==> src/rtl/bumpy_collision_detector.sv <==
// Frame-based Bumpy/brick collision detector: accumulates overlap over a frame, presents it for the next.
// Optional macro HITEDGE_FILTER_EN: per-edge pixel counters with a MIN_EDGE_PIXELS threshold.
module bumpy_collision_detector #(
    parameter int unsigned SPRITE_SIZE     = 32,
    parameter int unsigned EDGE_WIDTH      = 4
`ifdef HITEDGE_FILTER_EN
    ,
    parameter int unsigned MIN_EDGE_PIXELS = 3
`endif
) (
    input  logic        clk,
    input  logic        resetN,
    input  logic        startOfFrame,
    input  logic [10:0] pixelX,
    input  logic [10:0] pixelY,
    input  logic        bumpyDrawingRequest,
    input  logic        brickDrawingRequest,
    input  logic        jumpBrickDrawingRequest,
    input  logic [10:0] topLeftX,
    input  logic [10:0] topLeftY,
    input  logic        EndGame,
    output logic        collision,
    output logic        jumpCollision,
    output logic [3:0]  HitEdgeCode,
    output logic [11:0] hitPixelCount
);

    localparam int unsigned OFF_W  = 13;
    localparam int unsigned CNT_W  = 12;
    localparam int unsigned EDGE_N = 4;
`ifdef HITEDGE_FILTER_EN
    localparam int unsigned ECNT_W = 6;
`endif

    typedef enum logic {WAIT_SOF, ACCUM} state_e;

    state_e             state_q, state_d;
    logic               acc_brick_q, acc_brick_d;
    logic               acc_jump_q, acc_jump_d;
    logic [CNT_W-1:0]   acc_count_q, acc_count_d;
    logic               collision_q, collision_d;
    logic               jump_collision_q, jump_collision_d;
    logic [EDGE_N-1:0]  hit_edge_q, hit_edge_d;
    logic [CNT_W-1:0]   hit_count_q, hit_count_d;
`ifdef HITEDGE_FILTER_EN
    logic [EDGE_N-1:0][ECNT_W-1:0] edge_cnt_q, edge_cnt_d;
`else
    logic [EDGE_N-1:0]  acc_edge_q, acc_edge_d;
`endif

    logic                    brick_hit_c, jump_hit_c, overlap_c;
    logic signed [OFF_W-1:0] off_x_c, off_y_c;
    logic                    in_box_c;
    logic [EDGE_N-1:0]       edge_hit_c;

    // One extra bit beyond 12 keeps pixel minus a negative top-left from wrapping.
    assign off_x_c = $signed({2'b00, pixelX}) - $signed({{2{topLeftX[10]}}, topLeftX});
    assign off_y_c = $signed({2'b00, pixelY}) - $signed({{2{topLeftY[10]}}, topLeftY});

    assign brick_hit_c = bumpyDrawingRequest & brickDrawingRequest;
    assign jump_hit_c  = bumpyDrawingRequest & jumpBrickDrawingRequest;
    assign overlap_c   = brick_hit_c | jump_hit_c;

    assign in_box_c = !off_x_c[OFF_W-1] && !off_y_c[OFF_W-1]
                   && ($unsigned(off_x_c) < OFF_W'(SPRITE_SIZE))
                   && ($unsigned(off_y_c) < OFF_W'(SPRITE_SIZE));

    // Edge bands: bit0 bottom, bit1 right, bit2 top, bit3 left.
    always_comb begin
        edge_hit_c    = '0;
        edge_hit_c[0] = $unsigned(off_y_c) >= OFF_W'(SPRITE_SIZE - EDGE_WIDTH);
        edge_hit_c[1] = $unsigned(off_x_c) >= OFF_W'(SPRITE_SIZE - EDGE_WIDTH);
        edge_hit_c[2] = $unsigned(off_y_c) <  OFF_W'(EDGE_WIDTH);
        edge_hit_c[3] = $unsigned(off_x_c) <  OFF_W'(EDGE_WIDTH);
        edge_hit_c    = edge_hit_c & {EDGE_N{in_box_c & overlap_c}};
    end

    always_comb begin
        state_d          = state_q;
        acc_brick_d      = acc_brick_q;
        acc_jump_d       = acc_jump_q;
        acc_count_d      = acc_count_q;
        collision_d      = collision_q;
        jump_collision_d = jump_collision_q;
        hit_edge_d       = hit_edge_q;
        hit_count_d      = hit_count_q;
`ifdef HITEDGE_FILTER_EN
        edge_cnt_d       = edge_cnt_q;
`else
        acc_edge_d       = acc_edge_q;
`endif
        if (EndGame) begin
            state_d          = WAIT_SOF;
            acc_brick_d      = 1'b0;
            acc_jump_d       = 1'b0;
            acc_count_d      = '0;
            collision_d      = 1'b0;
            jump_collision_d = 1'b0;
            hit_edge_d       = '0;
            hit_count_d      = '0;
`ifdef HITEDGE_FILTER_EN
            edge_cnt_d       = '0;
`else
            acc_edge_d       = '0;
`endif
        end else begin
            case (state_q)
                WAIT_SOF: begin
                    if (startOfFrame) state_d = ACCUM;
                end
                ACCUM: begin
                    if (startOfFrame) begin
                        // Commit the finished frame; the coincident pixel seeds the new one.
                        collision_d      = acc_brick_q | acc_jump_q;
                        jump_collision_d = acc_jump_q;
                        hit_count_d      = acc_count_q;
                        acc_brick_d      = brick_hit_c;
                        acc_jump_d       = jump_hit_c;
                        acc_count_d      = CNT_W'(overlap_c);
`ifdef HITEDGE_FILTER_EN
                        for (int i = 0; i < int'(EDGE_N); i++) begin
                            hit_edge_d[i] = edge_cnt_q[i] >= ECNT_W'(MIN_EDGE_PIXELS);
                            edge_cnt_d[i] = ECNT_W'(edge_hit_c[i]);
                        end
`else
                        hit_edge_d       = acc_edge_q;
                        acc_edge_d       = edge_hit_c;
`endif
                    end else begin
                        acc_brick_d = acc_brick_q | brick_hit_c;
                        acc_jump_d  = acc_jump_q | jump_hit_c;
                        if (overlap_c && (acc_count_q != {CNT_W{1'b1}}))
                            acc_count_d = acc_count_q + CNT_W'(1);
`ifdef HITEDGE_FILTER_EN
                        for (int i = 0; i < int'(EDGE_N); i++) begin
                            if (edge_hit_c[i] && (edge_cnt_q[i] != {ECNT_W{1'b1}}))
                                edge_cnt_d[i] = edge_cnt_q[i] + ECNT_W'(1);
                        end
`else
                        acc_edge_d  = acc_edge_q | edge_hit_c;
`endif
                    end
                end
                default: state_d = WAIT_SOF;
            endcase
        end
    end

    always_ff @(posedge clk or negedge resetN) begin
        if (!resetN) begin
            state_q          <= WAIT_SOF;
            acc_brick_q      <= 1'b0;
            acc_jump_q       <= 1'b0;
            acc_count_q      <= '0;
            collision_q      <= 1'b0;
            jump_collision_q <= 1'b0;
            hit_edge_q       <= '0;
            hit_count_q      <= '0;
`ifdef HITEDGE_FILTER_EN
            edge_cnt_q       <= '0;
`else
            acc_edge_q       <= '0;
`endif
        end else begin
            state_q          <= state_d;
            acc_brick_q      <= acc_brick_d;
            acc_jump_q       <= acc_jump_d;
            acc_count_q      <= acc_count_d;
            collision_q      <= collision_d;
            jump_collision_q <= jump_collision_d;
            hit_edge_q       <= hit_edge_d;
            hit_count_q      <= hit_count_d;
`ifdef HITEDGE_FILTER_EN
            edge_cnt_q       <= edge_cnt_d;
`else
            acc_edge_q       <= acc_edge_d;
`endif
        end
    end

    assign collision     = collision_q;
    assign jumpCollision = jump_collision_q;
    assign HitEdgeCode   = hit_edge_q;
    assign hitPixelCount = hit_count_q;

endmodule

==> config.mk <==
export PLATFORM = sky130hd
export DESIGN_NAME = bumpy_collision_detector
export DESIGN_NICKNAME = d
export VERILOG_FILES = /design/src/rtl/bumpy_collision_detector.sv
export SDC_FILE = /design/constraint.sdc
export NUM_CORES = 1
export LEC_CHECK = 0
export ABC_AREA = 1
export BUFFER_PORTS_ARGS = -buffer_cell sky130_fd_sc_hd__buf_2
export CAP_MARGIN = 20
export CELL_PAD_IN_SITES_DETAIL_PLACEMENT = 1
export CELL_PAD_IN_SITES_GLOBAL_PLACEMENT = 1
export CORE_ASPECT_RATIO = 0.6
export CORE_MARGIN = 5
export CORE_UTILIZATION = 35
export CTS_CLUSTER_SIZE = 30
export DETAILED_ROUTE_END_ITERATION = 10
export HOLD_SLACK_MARGIN = 0.08
export PLACE_DENSITY = 0.82
export SLEW_MARGIN = 20
export SYNTH_ARGS = -nofsm -noshare
export SYNTH_HDL_FRONTEND = slang
export SYNTH_SLANG_ARGS = --single-unit
==> constraint.sdc <==
create_clock -name clk -period 1.7 [get_ports clk]
set_input_delay 0.085 -clock clk [delete_from_list [all_inputs] [get_ports clk]]
set_output_delay 0.085 -clock clk [all_outputs]
set_load 0.05 [all_outputs]
==> qor.csv, run 1 <==
metric,value,unit
status,"finished, violations left",
failing checks,setup timing,
Worst Slack Setup Final,-366.1,ps
Worst R2R Path Depth,7,
vias per cell,5.556,
Overflow after GRT,0,
Worst EP arrival,2290,ps
most used routing layer,met2,
final RePlAce weighted congestion,0.8668,
final net count,707,
H-tree depth,2,
Max Clock Freq,0.4840,GHz
initial antenna violation count,0,
"CTS clk-pin slew, worst paths",70,ps
Skew-Pair Late Insertion Delay,300,ps
RR Endpoint,acc_count_q[9],
CP Data Required Time,1930,ps
CTS tree,yes,
Cell variety after synth,35,
hold_sp,jumpBrickDrawingRequest,
Hold Crit Depth,3,
die width,133.5,um
setup_tns,-4641,ps
clock buffer depth,2,
clk sinks,37,
via count,4145,
Hold Crit Endpoint,acc_jump_q,
M1 GR Usage,28.18,%
CP startpoint kind,flip-flop,
Period minus WS final,2066,ps
Hold/Removal Path Class,in -> reg,
number of buffers added on ports,68,
Post-Syn Instances,488,
GRT Resource Usage Total,23.24,%
maximum capacitance violations,0,
first-pass GRT wire length,21.02,mm
fraction of layout cells with a size suffix above 1,39.05,%
Top Ports,69,
FF-to-FF Start,acc_count_q[4],
count of final max-slew check failures,0,
Seq cells post-synth,37,
vias in the first global route,4194,
warnings from Yosys,0,
XOR/XNOR Fraction of Synth Area,1.916,%
pwr dens,677.3,nW/um^2
DIE AREA,11220,sq um
worst vdd ir,0.3413,mV
Synthesized Nets,566,
drt first pass iters,5,
DRT Wirelength,16.09,mm
initial core utilization,35.35,%
# diodes,0,
Die H,84.07,um
largest net degree at the start of global routing,38,
RSZ-0062 raised after global routing,true,
Post-DP HPWL,8.869,mm
final hold vios,0,
leakage,2.584,nW
mux contribution to synthesized area,0,%
crit path capture type,flip-flop,
reg2reg setup slack,-370,ps
post-synthesis adder-cell area fraction,11.02,%
largest family of logic cells by synthesized area,simple AND/OR/NAND/NOR gates,
std cell rows,27,
met2 Track Usage GR,39.78,%
TritonCTS buffer count,5,
post-route ant nets,0,
syn avg cell area,6.559,sq um
fin crit share,121.5,%
Synth-to-Final Area Change,53.13,%
Setup WS pre-CTS,-444.3,ps
final setup fails,16,
Netlist Area Pre-Place,3201,sq um
DR WL/cell,21.57,um
Worst Max-Slew Pin Slew,942.9,ps
CTS root buf,clkbuf_16,
GR Layer Usage met3,4.578,%
max_slew headroom,37.14,%
drt initial violations,319,
Final Skew,5.312,ps
Setup CP Type,reg -> reg,
simple-gate share of the synthesized area,36.63,%
share of the yosys chip area belonging to registers,28.93,%
Compound-Gate Fraction of Synth Area,10.13,%
final routed DRC violation total,0,
CORE AREA,9054,sq um
Crit Path Max Fanout,5,
stage by stage:
stage | utilization, % | total power [mW] | hold WS (ps) | area [sq um] | std cells
global placement | 45.15 | 1.818 | 228.6 | 4088 | 717
floorplan | - | 1.477 | -210.6 | 3257 | 488
CTS | 50.82 | 3.050 | 109.0 | 4601 | 744
finish | 54.13 | 3.320 | 115.6 | 4901 | 746
global route | 54.13 | 3.423 | 150.6 | 4901 | 746
detailed placement | 45.15 | 1.871 | 238.1 | 4088 | 717
cells by family (layout without fill, tap and decap cells):
logic type                 after synthesis  count (layout)
buffers and inverters                   95             237
AOI/OAI and AO/OA                       58              58
adders and majority gates               27              27
and+or+nand+nor                        264             264
DFF                                     37              37
xor gates and xnor gates                 7               7
report_power, final:
part / leakage, nW / internal (mW) / switching [mW]
clock: 0.0831 / 0.734 / 0.439
combinational: 1.99 / 0.492 / 0.743
sequential: 0.512 / 0.897 / 0.0155
synth_stat cells:
cell type	instances	area (sq um)
a21oi_1	18	90.09
a21oi_2	4	35.03
a31oi_1	1	6.260
a32o_1	1	10.01
buf_6	1	11.26
clkbuf_1	3	11.26
dfrtp_1	37	925.9
fa_1	2	40.04
ha_1	25	312.8
inv_1	86	322.8
inv_2	5	18.77
nand2_1	154	578.1
nand2_2	6	37.54
nand3_1	39	195.2
nand3_2	2	20.02
nand3b_1	3	22.52
nand3b_2	1	11.26
nand4_1	6	37.54
nand4_2	1	12.51
nor2_1	34	127.6
nor2_2	2	12.51
nor2_4	4	45.04
nor2b_1	1	6.260
nor3_1	7	35.03
nor3_2	1	10.01
nor3b_1	2	15.01
nor4_1	1	6.260
o21a_1	1	7.510
o21ai_0	26	130.1
o21ai_1	2	10.01
o21bai_1	2	15.01
o22ai_1	2	12.51
o31ai_1	1	7.510
xnor2_1	6	52.55
xor2_1	1	8.760
cell type report:
class	count	area, sq um
fillers	1169	4153
multi-input cells	356	2377
repair buffers	138	927.1
flip-flops and latches	37	925.9
inverters	91	349.1
well taps	116	145.1
clock buffers	6	138.9
clock inverters	2	37.54
how the worst max path moves through the flow:
stage / startpoint / to / slack [ps] / cells past startpoint
floorplan: pixelX[0] / acc_edge_q[0] / -50 / 18
detailed placement: pixelX[0] / acc_edge_q[0] / -440 / 19
global route: topLeftX[4] / acc_edge_q[3] / -430 / 17
global placement: pixelX[0] / acc_edge_q[0] / -300 / 19
finish: acc_count_q[4] / acc_count_q[9] / -370 / 7
CTS: acc_count_q[1] / acc_count_q[8] / -170 / 13
repair_timing:
| action | 4_1_cts | 5_1_grt |
|---|---|---|
| resized for setup | 51 | 62 |
| setup buffers | 18 | 4 |
| hold buffers | 1 | 0 |
| gates cloned | 0 | 0 |
| endpoints found under the hold margin | 37 | 0 |
| setup endpoints to repair | 16 | 16 |
| pin swaps | 31 | 28 |
layout by cell type (no fill, tap or decap), types with 2 or more instances in the layout:
cell / count
nand4_1: 6
clkbuf_16: 5
nor3_2: 3
inv_1: 83
fa_2: 2
nand3_1: 27
nor2_4: 8
buf_6: 9
ha_4: 8
buf_4: 62
nand3_4: 4
o21ai_1: 3
nand3b_1: 3
nand2_4: 11
buf_2: 64
o22ai_1: 2
nor2_1: 29
inv_2: 7
o21ai_0: 17
nor3_1: 4
nor2_2: 3
buf_8: 2
o21bai_1: 2
xnor2_1: 6
nand3_2: 10
a21oi_2: 10
nand2_1: 130
nand2_2: 18
ha_1: 16
o21ai_2: 8
dfrtp_1: 37
a21oi_1: 12
critical path, cell delays in order, from the launching register on:
cell	delay, ps
dfrtp_1	430
inv_1	200
nor4_1	580
nand3_1	220
xor2_1	200
nor2_1	200
nand3_4	100
o21ai_2	60
sequential cells by signal (all words and copies together), names as in the netlist:
signal         count
HitEdgeCode        4
jumpCollision      1
state_q            1
collision          1
hitPixelCount     12
acc_edge_q         4
acc_jump_q         1
acc_brick_q        1
acc_count_q       12
per-layer routing:
layer,up-vias,share of wire (%)
met1,2008,39
met3,83,7.6
met4,0,5.6
met2,233,48
li1,1821,-
met5,-,0
(Power assumes the default switching activity.)
==> run 2, diff against run 1 <==
- PLACE_DENSITY: 0.82 -> 0.8
- clock period: 1.7 -> 2.5 ns (I/O delays scaled with it)
==> run 2 against run 1 <==
  * The flow now finishes without violations
  * Clock skew up 0.92 ps
  * Clock power is 44% lower
  * Combinational power down 57%
  * Sequential power down 32%
  * Register-to-register slack improved by 640 ps
  * Sequential share of layout area rose by 5.2 points
  * Largest cell class unchanged
  * Largest power group is now the clock network
==> qor.csv, run 2 (synthesized netlist as in run 1, its figures left out) <==
metric,value,unit,change
Period minus WS final,2231,ps,+164.5 ps
CP startpoint kind,flip-flop,,
Hold/Removal Path Class,in -> reg,,
GR Layer Usage met3,3.253,%,-1.3 points
vias in the first global route,3409,,-19%
number of buffers added on ports,68,,unchanged
initial antenna violation count,0,,unchanged
Max Clock Freq,0.4483,GHz,-7.4%
DRT Wirelength,9.286,mm,-42%
crit path capture type,flip-flop,,
Top Ports,69,,unchanged
GRT Resource Usage Total,16.86,%,-6.4 points
final hold vios,0,,unchanged
final design utilization,42.40,%,-12 points
Die H,84.07,um,unchanged
drt initial violations,118,,-63%
"commonest non-fill, non-tap cells in the layout","154 x nand2_1, 86 x inv_1, 68 x buf_2",,
most used routing layer,met2,,
first-pass GRT wire length,15.99,mm,-24%
Setup CP Type,reg -> reg,,
CP Data Required Time,2660,ps,+730 ps
Post-DP HPWL,7.611,mm,-14%
final routed DRC violation total,0,,unchanged
clk sinks,37,,unchanged
leakage,2.122,nW,-18%
largest net degree at the start of global routing,38,,unchanged
clock buffer depth,2,,unchanged
worst vdd ir,0.2286,mV,-33%
initial core utilization,35.35,%,unchanged
"commonest non-fill, non-tap cell in the layout",nand2_1,,
DIE AREA,11220,sq um,unchanged
count of final max-slew check failures,0,,unchanged
vias per cell,4.847,,-13%
final RePlAce weighted congestion,0.8526,,-1.6%
maximum capacitance violations,0,,unchanged
fraction of layout cells with a size suffix above 1,18.33,%,-21 points
fin crit share,89.22,%,-32 points
Crit Path Max Fanout,13,,+8
max_slew headroom,43.85,%,+6.7 points
die width,133.5,um,unchanged
CTS root buf,clkbuf_16,,
final setup fails,0,,-16
std cell rows,27,,unchanged
via count,3286,,-21%
CTS tree,yes,,
H-tree depth,2,,unchanged
Final Skew,6.230,ps,+0.9173 ps
Worst EP arrival,2390,ps,+100 ps
Worst Max-Slew Pin Slew,842.2,ps,-100.7 ps
Skew-Pair Late Insertion Delay,280,ps,-20 ps
reg2reg setup slack,270,ps,+640 ps
status,"finished, final reports clean",,
pwr dens,469.3,nW/um^2,-31%
final net count,639,,-9.6%
drt first pass iters,5,,unchanged
met2 Track Usage GR,26.01,%,-14 points
DR WL/cell,13.70,um,-36%
Overflow after GRT,0,,unchanged
"CTS clk-pin slew, worst paths",60,ps,about the same
setup_tns,0,ps,+4641 ps
RSZ-0062 raised after global routing,false,,
post-route ant nets,0,,unchanged
M1 GR Usage,25.08,%,-3.1 points
# diodes,0,,unchanged
Synth-to-Final Area Change,19.94,%,
CORE AREA,9054,sq um,unchanged
Post-CTS Setup Inserts,0,,-18
TritonCTS buffer count,5,,unchanged
## run 2: cell types whose count changed in the layout (fill, tap and decap cells not counted), moves of 9 or more
cell     change
nand2_1     +24
nand3_1     +12
buf_6        -9
nand2_2     -12
buf_4       -61
o21ai_0      +9
ha_1         +9
nand2_4     -11
## run 2: worst max-delay path, stage by stage, from the launching register on
cell and delay [ps]:
dfrtp_1 410, ha_1 240, nand3_1 150, nor2_2 70, nand3_1 80, nor3_2 50, nand3_1 90, nand2_1 120
nand2_2 230, nand2_1 90, nor2_1 230, nand2_1 110, o21ai_0 180, a21oi_1 60
## run 2: repair_timing
| action | in CTS | in global routing |
|---|---|---|
| setup endpoints to repair | 0 | 0 |
| hold endpoints to repair | 37 | 0 |
| gates resized for setup | 0 | 0 |
| hold buffers | 1 | 0 |
## run 2: final timing paths
kind,start,end,cells after the start
min in group asynchronous,resetN,hitPixelCount[10],2
max reg2reg,acc_count_q[0],acc_count_q[7],13
max in group asynchronous,resetN,acc_count_q[3],2
max,acc_count_q[0],acc_count_q[7],13
min,brickDrawingRequest,acc_brick_q,3
min reg2reg,hitPixelCount[5],hitPixelCount[5],2
## run 2: per-layer routing
| metal | part of all wire [%] | wire length (um) |
|---|---|---|
| met1 | 53 | 4929 |
| met2 | 42 | 3905 |
| met3 | 4.5 | 421 |
| met4 | 0.32 | 30 |
| met5 | 0 | 0 |
## run 2: final cells by class
cell class	instances	area, sq um
Clock buffer	7	152.6
Clock inverter	1	5.005
Fill cell	1243	5215
Inverter	91	341.6
Multi-Input combinational cell	356	1911
Sequential cell	37	925.9
Tap cell	116	145.1
Timing Repair Buffer	70	357.8
## run 2: power breakdown
part / leakage (nW) / switching (mW) / internal, mW / total, mW
Combinational: 1.53 / 0.341 / 0.185 / 0.526
Sequential: 0.512 / 0.00773 / 0.610 / 0.618
Clock: 0.0799 / 0.236 / 0.422 / 0.658
Total: 2.12 / 0.585 / 1.22 / 1.80
## run 2: through the flow
stage	area (sq um)	hold WS (ps)	power, mW	std cells	setup slack, ps
2_1_floorplan	3201	-170.6	0.9938	488	609.3
3_3_place_gp	3671	264.0	1.129	669	258.9
3_5_place_dp	3671	276.8	1.154	669	228.4
4_1_cts	3839	167.2	1.819	678	290.9
5_1_grt	3839	189.0	1.923	678	22.59
6_report	3839	158.2	1.802	678	269.4
==> run 3, diff against run 2 <==
- CORE_ASPECT_RATIO: 0.6 -> 0.8
- CTS_CLUSTER_DIAMETER: not set -> 80
==> run 3 against run 2 <==
  * Setup slack gained 44 ps
  * Die area decreased by 0.45%
  * Wire length down 3.9%
  * First-iteration DRC count down 5.1%
  * Critical path type unchanged
  * Global-route usage decreased by 0.47 points
  * Clock power shrank 3%
  * Cell count is 0.15% lower
  * Sequential power about the same
  * Total power fell by 1.6%
  * Clock-buffer cell count is 1 lower
  * Hold slack worse by 6.4 ps
==> qor.csv, run 3 (synthesized netlist as in run 1, its figures left out) <==
metric,value,unit,change
reg2reg setup slack,310,ps,+40 ps
leakage,2.119,nW,-0.14%
H-tree depth,2,,unchanged
"commonest non-fill, non-tap cell in the layout",nand2_1,,
pwr dens,462.8,nW/um^2,-1.4%
"CTS clk-pin slew, worst paths",60,ps,about the same
vias per cell,4.838,,-0.19%
Worst Max-Slew Pin Slew,817.5,ps,-24.68 ps
CTS root buf,clkbuf_16,,
Final Skew,5.561,ps,-0.6685 ps
Critical Path Source,acc_count_q[0],,
CP peak stage delay,420,ps,about the same
Hold/Removal Path Class,in -> reg,,
Top Ports,69,,unchanged
WHS,151.8,ps,-6.360 ps
via count,3275,,-0.33%
"commonest non-fill, non-tap cells in the layout","154 x nand2_1, 86 x inv_1, 68 x buf_2",,
Worst EP arrival,2360,ps,-30 ps
CP Data Required Time,2670,ps,about the same
count of final max-slew check failures,0,,unchanged
final net count,639,,unchanged
crit path capture type,flip-flop,,
maximum capacitance violations,0,,unchanged
Post-DP HPWL,7.485,mm,-1.6%
Max Clock Freq,0.4574,GHz,+2.0%
clock buffer depth,2,,unchanged
drt first pass iters,4,,-1
initial antenna violation count,0,,unchanged
final hold vios,0,,unchanged
hold_sp,brickDrawingRequest,,
CP max stage cell,dfrtp_1,,
fin crit share,87.45,%,-1.8 points
final RePlAce weighted congestion,0.8336,,-2.2%
DRT Wirelength,8.921,mm,-3.9%
Area after DPL,3670,sq um,about the same
# diodes,0,,unchanged
initial core utilization,35.57,%,+0.22 points
Post-CTS Setup Inserts,0,,unchanged
Crit Path Max Fanout,13,,unchanged
vias in the first global route,3335,,-2.2%
post-cts resize count,0,,unchanged
max_slew headroom,45.50,%,+1.6 points
CP startpoint kind,flip-flop,,
final setup fails,0,,unchanged
Die H,95.53,um,+14%
Synth-to-Final Area Change,19.74,%,
GRT Resource Usage Total,16.39,%,-0.47 points
Period minus WS final,2186,ps,-44.38 ps
DR WL/cell,13.18,um,-3.8%
worst vdd ir,0.2201,mV,-3.7%
number of buffers added on ports,68,,unchanged
Overflow after GRT,0,,unchanged
critical path cell sequence,ha_1 -> nand3_1 -> nor2_2 -> nand3_1 -> nor3_2 -> nand3_1 -> nand2_1 -> nand2_2 -> nand2_1 -> nor2_1 -> nand3_1 -> o21ai_0 -> nor2_1,,
post-route ant nets,0,,unchanged
drt initial violations,112,,-5.1%
first-pass GRT wire length,14.88,mm,-6.9%
critical path's most frequent cell,nand3_1,,
final routed DRC violation total,0,,unchanged
Setup CP Type,reg -> reg,,
TritonCTS buffer count,5,,unchanged
std cell rows,31,,+15%
fraction of layout cells with a size suffix above 1,18.33,%,unchanged
CORE AREA,8999,sq um,-0.61%
largest net degree at the start of global routing,38,,unchanged
setup_tns,0,ps,unchanged
CTS tree,yes,,
DIE AREA,11170,sq um,-0.45%
FF-to-FF Start,acc_count_q[0],,
final instance area,3832,sq um,-0.16%
clk sinks,37,,unchanged
die width,116.9,um,-12%
Power Total,1.774,mW,-1.6%
RSZ-0062 raised after global routing,false,,
Skew-Pair Late Insertion Delay,280,ps,about the same
status,"finished, final reports clean",,
run 3: cell types whose count changed in the layout (fill, tap and decap cells not counted):
cell and delta:
clkbuf_8 -1, clkinv_4 +1
run 3: per-layer routing:
layer | share of wire (%) | vias up | wire, um | track usage, %
met2 | 46 | 65 | 4130 | 26.89
met5 | 0 | - | 0 | 0
li1 | - | 1687 | - | -
met4 | 1.1 | 0 | 99 | 2.483
met3 | 4.8 | 12 | 424 | 3.744
met1 | 48 | 1511 | 4267 | 22.50
run 3: final timing paths:
kind	to	depth (start not counted)
max reg2reg	acc_count_q[11]	13
max in group asynchronous	acc_count_q[0]	2
max	acc_count_q[11]	13
min in group asynchronous	state_q	2
min reg2reg	HitEdgeCode[0]	2
min	acc_brick_q	3
run 3: through the flow:
| step | util, % | std cells | worst slack (ps) |
|---|---|---|---|
| final | 42.59 | 677 | 313.8 |
| after global routing | 42.59 | 677 | 93.65 |
| after CTS | 42.59 | 677 | 318.6 |
| after detailed placement | 40.78 | 668 | 253.0 |
| after global placement | 40.78 | 668 | 328.8 |
| after floorplan | - | 488 | 609.3 |
run 3: power breakdown:
group / leakage, nW / switching [mW] / internal (mW)
clock: 0.0768 / 0.242 / 0.396
sequential: 0.512 / 0.00840 / 0.610
combinational: 1.53 / 0.332 / 0.185
total: 2.12 / 0.582 / 1.19
run 3: worst max-delay path, delay by kind of cell, from the launching register on:
family	cells	cell delay [ps]
AOI/OAI and AO/OA	1	180
adders and majority gates	1	240
DFF	1	420
and+or+nand+nor	11	1240
run 3: layout make-up:
cell class,count,area [sq um]
sequential,37,925.9
tap,115,143.9
clock inverter,2,13.76
fill,1222,5166
inverter,91,341.6
multi-input combinational,356,1911
clock buffer,6,138.9
timing repair buffer,70,357.8
run 3: what timing repair did:
item | 4_1_cts | 5_1_grt
endpoints found under the hold margin | 37 | 0
hold buffers | 1 | 0
endpoints found under the setup margin | 0 | 0
